**src/rtl/ddram_arb.sv**
```systemverilog
// Two-port round-robin arbiter and burst sequencer for the shared 64-bit DDRAM Avalon-MM port.
// Port A is read-only, port B reads or writes; one transaction is outstanding at a time.
module ddram_arb #(
    parameter int unsigned AW       = 29,
    parameter int unsigned MAXBURST = 128
) (
    input  logic          clk_sys,
    input  logic          reset_n,

    input  logic          a_req,
    input  logic [AW-1:0] a_addr,
    input  logic [7:0]    a_burst,
    output logic          a_ack,
    output logic [63:0]   a_dout,
    output logic          a_dout_ready,

    input  logic          b_req,
    input  logic          b_we,
    input  logic [AW-1:0] b_addr,
    input  logic [7:0]    b_burst,
    input  logic [63:0]   b_din,
    input  logic [7:0]    b_be,
    output logic          b_ack,
    output logic          b_wr_next,
    output logic [63:0]   b_dout,
    output logic          b_dout_ready,

    input  logic          DDRAM_BUSY,
    input  logic [63:0]   DDRAM_DOUT,
    input  logic          DDRAM_DOUT_READY,
    output logic          DDRAM_CLK,
    output logic [7:0]    DDRAM_BURSTCNT,
    output logic [AW-1:0] DDRAM_ADDR,
    output logic          DDRAM_RD,
    output logic [63:0]   DDRAM_DIN,
    output logic [7:0]    DDRAM_BE,
    output logic          DDRAM_WE
);

    typedef enum logic [1:0] {StIdle, StRdCmd, StRdData, StWrBurst} state_e;

    state_e        state_q;
    logic          owner_q;  // 1 = port B
    logic          last_q;   // 1 = port B was granted last
    logic          first_q;  // next accepted write beat is the first of the burst
    logic [AW-1:0] addr_q;
    logic [7:0]    burst_q;
    logic [7:0]    beats_q;
    logic          rd_q;
    logic          we_q;
    logic          a_ack_q;
    logic          b_ack_q;
    logic          wr_next_q;

    logic          grant_b;
    logic [7:0]    req_cnt;

    function automatic logic [7:0] clamp_cnt(input logic [7:0] n);
        if (n == 8'd0) begin
            return 8'd1;
        end
        if (32'(n) > MAXBURST) begin
            return 8'(MAXBURST);
        end
        return n;
    endfunction

    // On a tie the port that was not granted last wins.
    always_comb begin
        grant_b = b_req & (~a_req | ~last_q);
        req_cnt = clamp_cnt(grant_b ? b_burst : a_burst);
    end

    always_ff @(posedge clk_sys or negedge reset_n) begin
        if (!reset_n) begin
            state_q   <= StIdle;
            owner_q   <= 1'b0;
            last_q    <= 1'b1;
            first_q   <= 1'b0;
            addr_q    <= '0;
            burst_q   <= '0;
            beats_q   <= '0;
            rd_q      <= 1'b0;
            we_q      <= 1'b0;
            a_ack_q   <= 1'b0;
            b_ack_q   <= 1'b0;
            wr_next_q <= 1'b0;
        end else begin
            a_ack_q   <= 1'b0;
            b_ack_q   <= 1'b0;
            wr_next_q <= 1'b0;
            case (state_q)
                StIdle: begin
                    if (a_req || b_req) begin
                        owner_q <= grant_b;
                        last_q  <= grant_b;
                        first_q <= 1'b1;
                        addr_q  <= grant_b ? b_addr : a_addr;
                        burst_q <= req_cnt;
                        beats_q <= req_cnt;
                        if (grant_b && b_we) begin
                            we_q    <= 1'b1;
                            state_q <= StWrBurst;
                        end else begin
                            rd_q    <= 1'b1;
                            state_q <= StRdCmd;
                        end
                    end
                end
                StRdCmd: begin
                    if (!DDRAM_BUSY) begin
                        rd_q    <= 1'b0;
                        a_ack_q <= ~owner_q;
                        b_ack_q <= owner_q;
                        state_q <= StRdData;
                    end
                end
                StRdData: begin
                    if (DDRAM_DOUT_READY) begin
                        beats_q <= beats_q - 8'd1;
                        if (beats_q == 8'd1) begin
                            state_q <= StIdle;
                        end
                    end
                end
                StWrBurst: begin
                    if (!DDRAM_BUSY) begin
                        wr_next_q <= 1'b1;
                        b_ack_q   <= first_q;
                        first_q   <= 1'b0;
                        beats_q   <= beats_q - 8'd1;
                        if (beats_q == 8'd1) begin
                            we_q    <= 1'b0;
                            state_q <= StIdle;
                        end
                    end
                end
                default: state_q <= StIdle;
            endcase
        end
    end

    // Read beats are only routed while a read is in flight; stale beats are dropped.
    always_comb begin
        a_dout_ready = DDRAM_DOUT_READY & (state_q == StRdData) & ~owner_q;
        b_dout_ready = DDRAM_DOUT_READY & (state_q == StRdData) & owner_q;
    end

    assign a_dout         = DDRAM_DOUT;
    assign b_dout         = DDRAM_DOUT;
    assign a_ack          = a_ack_q;
    assign b_ack          = b_ack_q;
    assign b_wr_next      = wr_next_q;
    assign DDRAM_CLK      = clk_sys;
    assign DDRAM_BURSTCNT = burst_q;
    assign DDRAM_ADDR     = addr_q;
    assign DDRAM_RD       = rd_q;
    assign DDRAM_WE       = we_q;
    assign DDRAM_DIN      = b_din;
    assign DDRAM_BE       = b_be;

endmodule

```
**config.mk**
```make
export PLATFORM = sky130hd
export DESIGN_NAME = ddram_arb
export DESIGN_NICKNAME = d
export VERILOG_FILES = /design/src/rtl/ddram_arb.sv
export SDC_FILE = /design/constraint.sdc
export NUM_CORES = 1
export LEC_CHECK = 0
export BUFFER_PORTS_ARGS = -buffer_cell sky130_fd_sc_hd__buf_4
export CAP_MARGIN = 20
export CORE_AREA = 10 10 172 174
export DETAILED_ROUTE_END_ITERATION = 16
export DIE_AREA = 0 0 182 184
export GPL_ROUTABILITY_DRIVEN = 0
export SETUP_SLACK_MARGIN = 0.2
export SLEW_MARGIN = 25
export SYNTH_ARGS = -nofsm -noshare
export SYNTH_HDL_FRONTEND = slang
export SYNTH_SLANG_ARGS = --single-unit
```
**constraint.sdc**
```tcl
create_clock -name clk_sys -period 1.9 [get_ports clk_sys]
set_input_delay 0.19 -clock clk_sys [delete_from_list [all_inputs] [get_ports clk_sys]]
set_output_delay 0.19 -clock clk_sys [all_outputs]
set_load 0.01 [all_outputs]
```
==> impl_metrics.csv <==
group,metric,value,unit
hold_path,hold_path_class,"input pin to flop",
yosys,syn-cell-area,0.00428,mm^2
routing,wirelength,17000,um
power,power_leakage,2.04,nW
worst_setup_path,critical_path_class,"flop to flop",
power,peakVddDrop,0.506,mV
yosys,synth.distinct_cells,47,
floorplanning,die_y,184,um
yosys,synth_warnings,0,
routing,vias_per_cell,3.92,
worst_setup_path,required,2.25,ns
routing,dr.pass1.iters,4,
sta,relSlewSlack,47.0,%
routing,final_antenna_net_count,0,
yosys,synthCells,527,
worst_setup_path,endpoint_kind,"flop",
sta,final_max_slew_viol_count,0,
worst_setup_path,path_max_fanout,7,
power,power_density,1290,mW/mm^2
grt,grt_max_degree,56,
sta,finalSetupViolCount,0,
yosys,synthArstFlopShare,100,%
cells_and_area,drive_above_1_share,38.2,%
grt,grt_util_all_layers,9.48,%
yosys,ys_top_cells_by_area,"buf_4, dfrtp_1, nand2_1",
sta,fin_skew,0.00687,ns
clock_network,clkSlewWorstSetupHoldPaths,0.08,ns
run_status,status,"finished clean",
worst_setup_path,arrival,2.00,ns
sta,tightest_slew,0.796,ns
sta,setup-tns-final,0,ns
routing,wl_per_cell,21.4,um
routing,drc,0,
yosys,synth_fp_nets,746,
grt,grt_pass1_vias,3330,
yosys,ys_seq_area_share,32.2,%
worst_setup_path,start_kind,"flop",
sta,rsz0062_at_grt,"true",
yosys,synth_area_per_cell,8.11,um^2
clock_network,clock_latency,0.42,ns
sta,fin_crit_sh,87.1,%
job,maxCapViolations,0,
yosys,synth_seq_cells,55,
sta,fin_crit,1.66,ns
yosys,synth_flop_cell,"dfrtp_1",
yosys,synth_area_leader_cell,"buf_4",
cells_and_area,area_growth,5.68,%
grt,antenna_found_initial,0,
floorplanning,rows,59,
place,io_buffers,125,
place,hpwl,13400,um
grt,grt_pass1_wl,23400,um
floorplanning,dieArea,0.0335,mm^2
floorplanning,io_pins,462,
routing,vias,3124,
floorplanning,fp.coreArea,0.0259,mm^2
cells_and_area,num_antenna_cells,0,
cells_and_area,nNetsFinal,679,
yosys,synth_edf_count,0,
grt,overflow,0,
yosys,yosysTopAreaCellShare,35.3,%
power,power.total,0.00583,W
sta,max_freq,604,MHz
clock_network,cts_tree,"yes",
floorplanning,start_util,16.5,%
floorplanning,die_w,182,um
sta,hold_violations,0,
routing,drt_iter0_drc,161,
metrics by stage:
step / utilization, % / hold slack, ns / setup slack, ns / area [um^2] / cells
2_1_floorplan: - / -0.106 / 0.258 / 4280 / 527
3_3_place_gp: 16.1 / 0.282 / 0.147 / 4170 / 781
3_5_place_dp: 16.1 / 0.282 / 0.0846 / 4170 / 781
4_1_cts: 17.1 / 0.00356 / 0.210 / 4440 / 794
5_1_grt: 17.4 / 0.00493 / 0.0728 / 4520 / 796
6_report: 17.4 / 0.0199 / 0.244 / 4520 / 796
Yosys cell counts (4+ instances only):
master and n:
inv_1 4, nor3_1 5, nand2b_1 4, buf_2 6, a21oi_1 11, o21ai_0 11, nor2_1 45, clkbuf_1 5
nand2_1 94, a31oi_1 30, buf_1 7, buf_4 201, dfrtp_1 54
worst paths after layout:
check / start / endpoint / slack (ns) / cells past startpoint
setup reg to reg: last_q / beats_q[1] / 0.24 / 5
max in group asynchronous: reset_n / state_q[1] / 0.94 / 2
hold / removal: a_req / last_q / 0.02 / 2
min in group asynchronous: reset_n / DDRAM_ADDR[12] / 0.40 / 2
setup / recovery: last_q / beats_q[1] / 0.24 / 5
hold reg to reg: DDRAM_BURSTCNT[5] / DDRAM_BURSTCNT[5] / 0.50 / 2
state kept, by name, summed over array words and instances, names as in the netlist:
signal / flops
DDRAM_ADDR: 29
DDRAM_BURSTCNT: 8
beats_q: 8
state_q: 2
DDRAM_RD: 1
DDRAM_WE: 1
a_ack: 1
b_ack: 1
b_wr_next: 1
first_q: 1
last_q: 1
owner_q: 1
per-layer routing:
metal	track usage (%)	wire, um
met2	15.0	8110
met5	0	0
met3	6.83	2760
met4	6.25	810
met1	8.58	5310
critical path: stages, from the launching register on:
cell and delay (ns):
dfstp_2 0.58, a21bo_4 0.19, mux2i_4 0.33, nand2_1 0.11
mux2_4 0.27, a21oi_2 0.12
cell type report:
| class | count | area [um^2] |
|---|---|---|
| Tap cell | 335 | 419 |
| Timing Repair Buffer | 142 | 1090 |
| Multi-Input combinational cell | 248 | 1360 |
| Clock buffer | 10 | 211 |
| Clock inverter | 2 | 38.8 |
| Fill cell | 2928 | 21400 |
| Sequential cell | 55 | 1380 |
| Inverter | 4 | 15.0 |
layout by cell type, fill, tap and decap left out, types with 2 or more instances in the layout:
cell       netlist  final
buf_4          201    139
nand2_1         94     93
dfrtp_1         54     53
nor2_1          45     44
a31oi_1         30     30
o21ai_0         11     11
a21oi_1         11     10
clkbuf_16        0      9
inv_1            4      4
nand2b_1         4      4
nor3_1           5      4
nand3_1          3      3
a21boi_4         0      2
o21ai_2          2      2
or4_1            2      2
or2_2            2      2
nor4_1           3      2
mux2_2           3      2
a21o_1           2      2
or3_1            2      2
o22ai_1          2      2
a211oi_1         2      2
ha_1             2      2
buf_6            1      2
logic make-up after synthesis:
logic type                 share of synthesized area, %
AOI/OAI and AO/OA                                  11.7
adders and majority gates                         0.585
buffers and inverters                              37.7
DFF                                                32.2
muxes                                              1.55
and+or+nand+nor                                    16.3
power breakdown:
| part | leakage, nW | switching, W | internal [W] |
|---|---|---|---|
| Combinational | 1.26 | 0.00116 | 0.00115 |
| Clock | 0.123 | 0.000567 | 0.000925 |
| Sequential | 0.655 | 0.000361 | 0.00166 |
| Total | 2.04 | 0.00209 | 0.00374 |
repair_timing:
item	4_1_cts	5_1_grt
hold buffers	1	0
endpoints found under the hold margin	54	0
resized for setup	4	14
endpoints found under the setup margin	14	13
cloned	0	1
pin swaps	0	6
buffers inserted	1	1
Power figures use the tool's default switching activity.
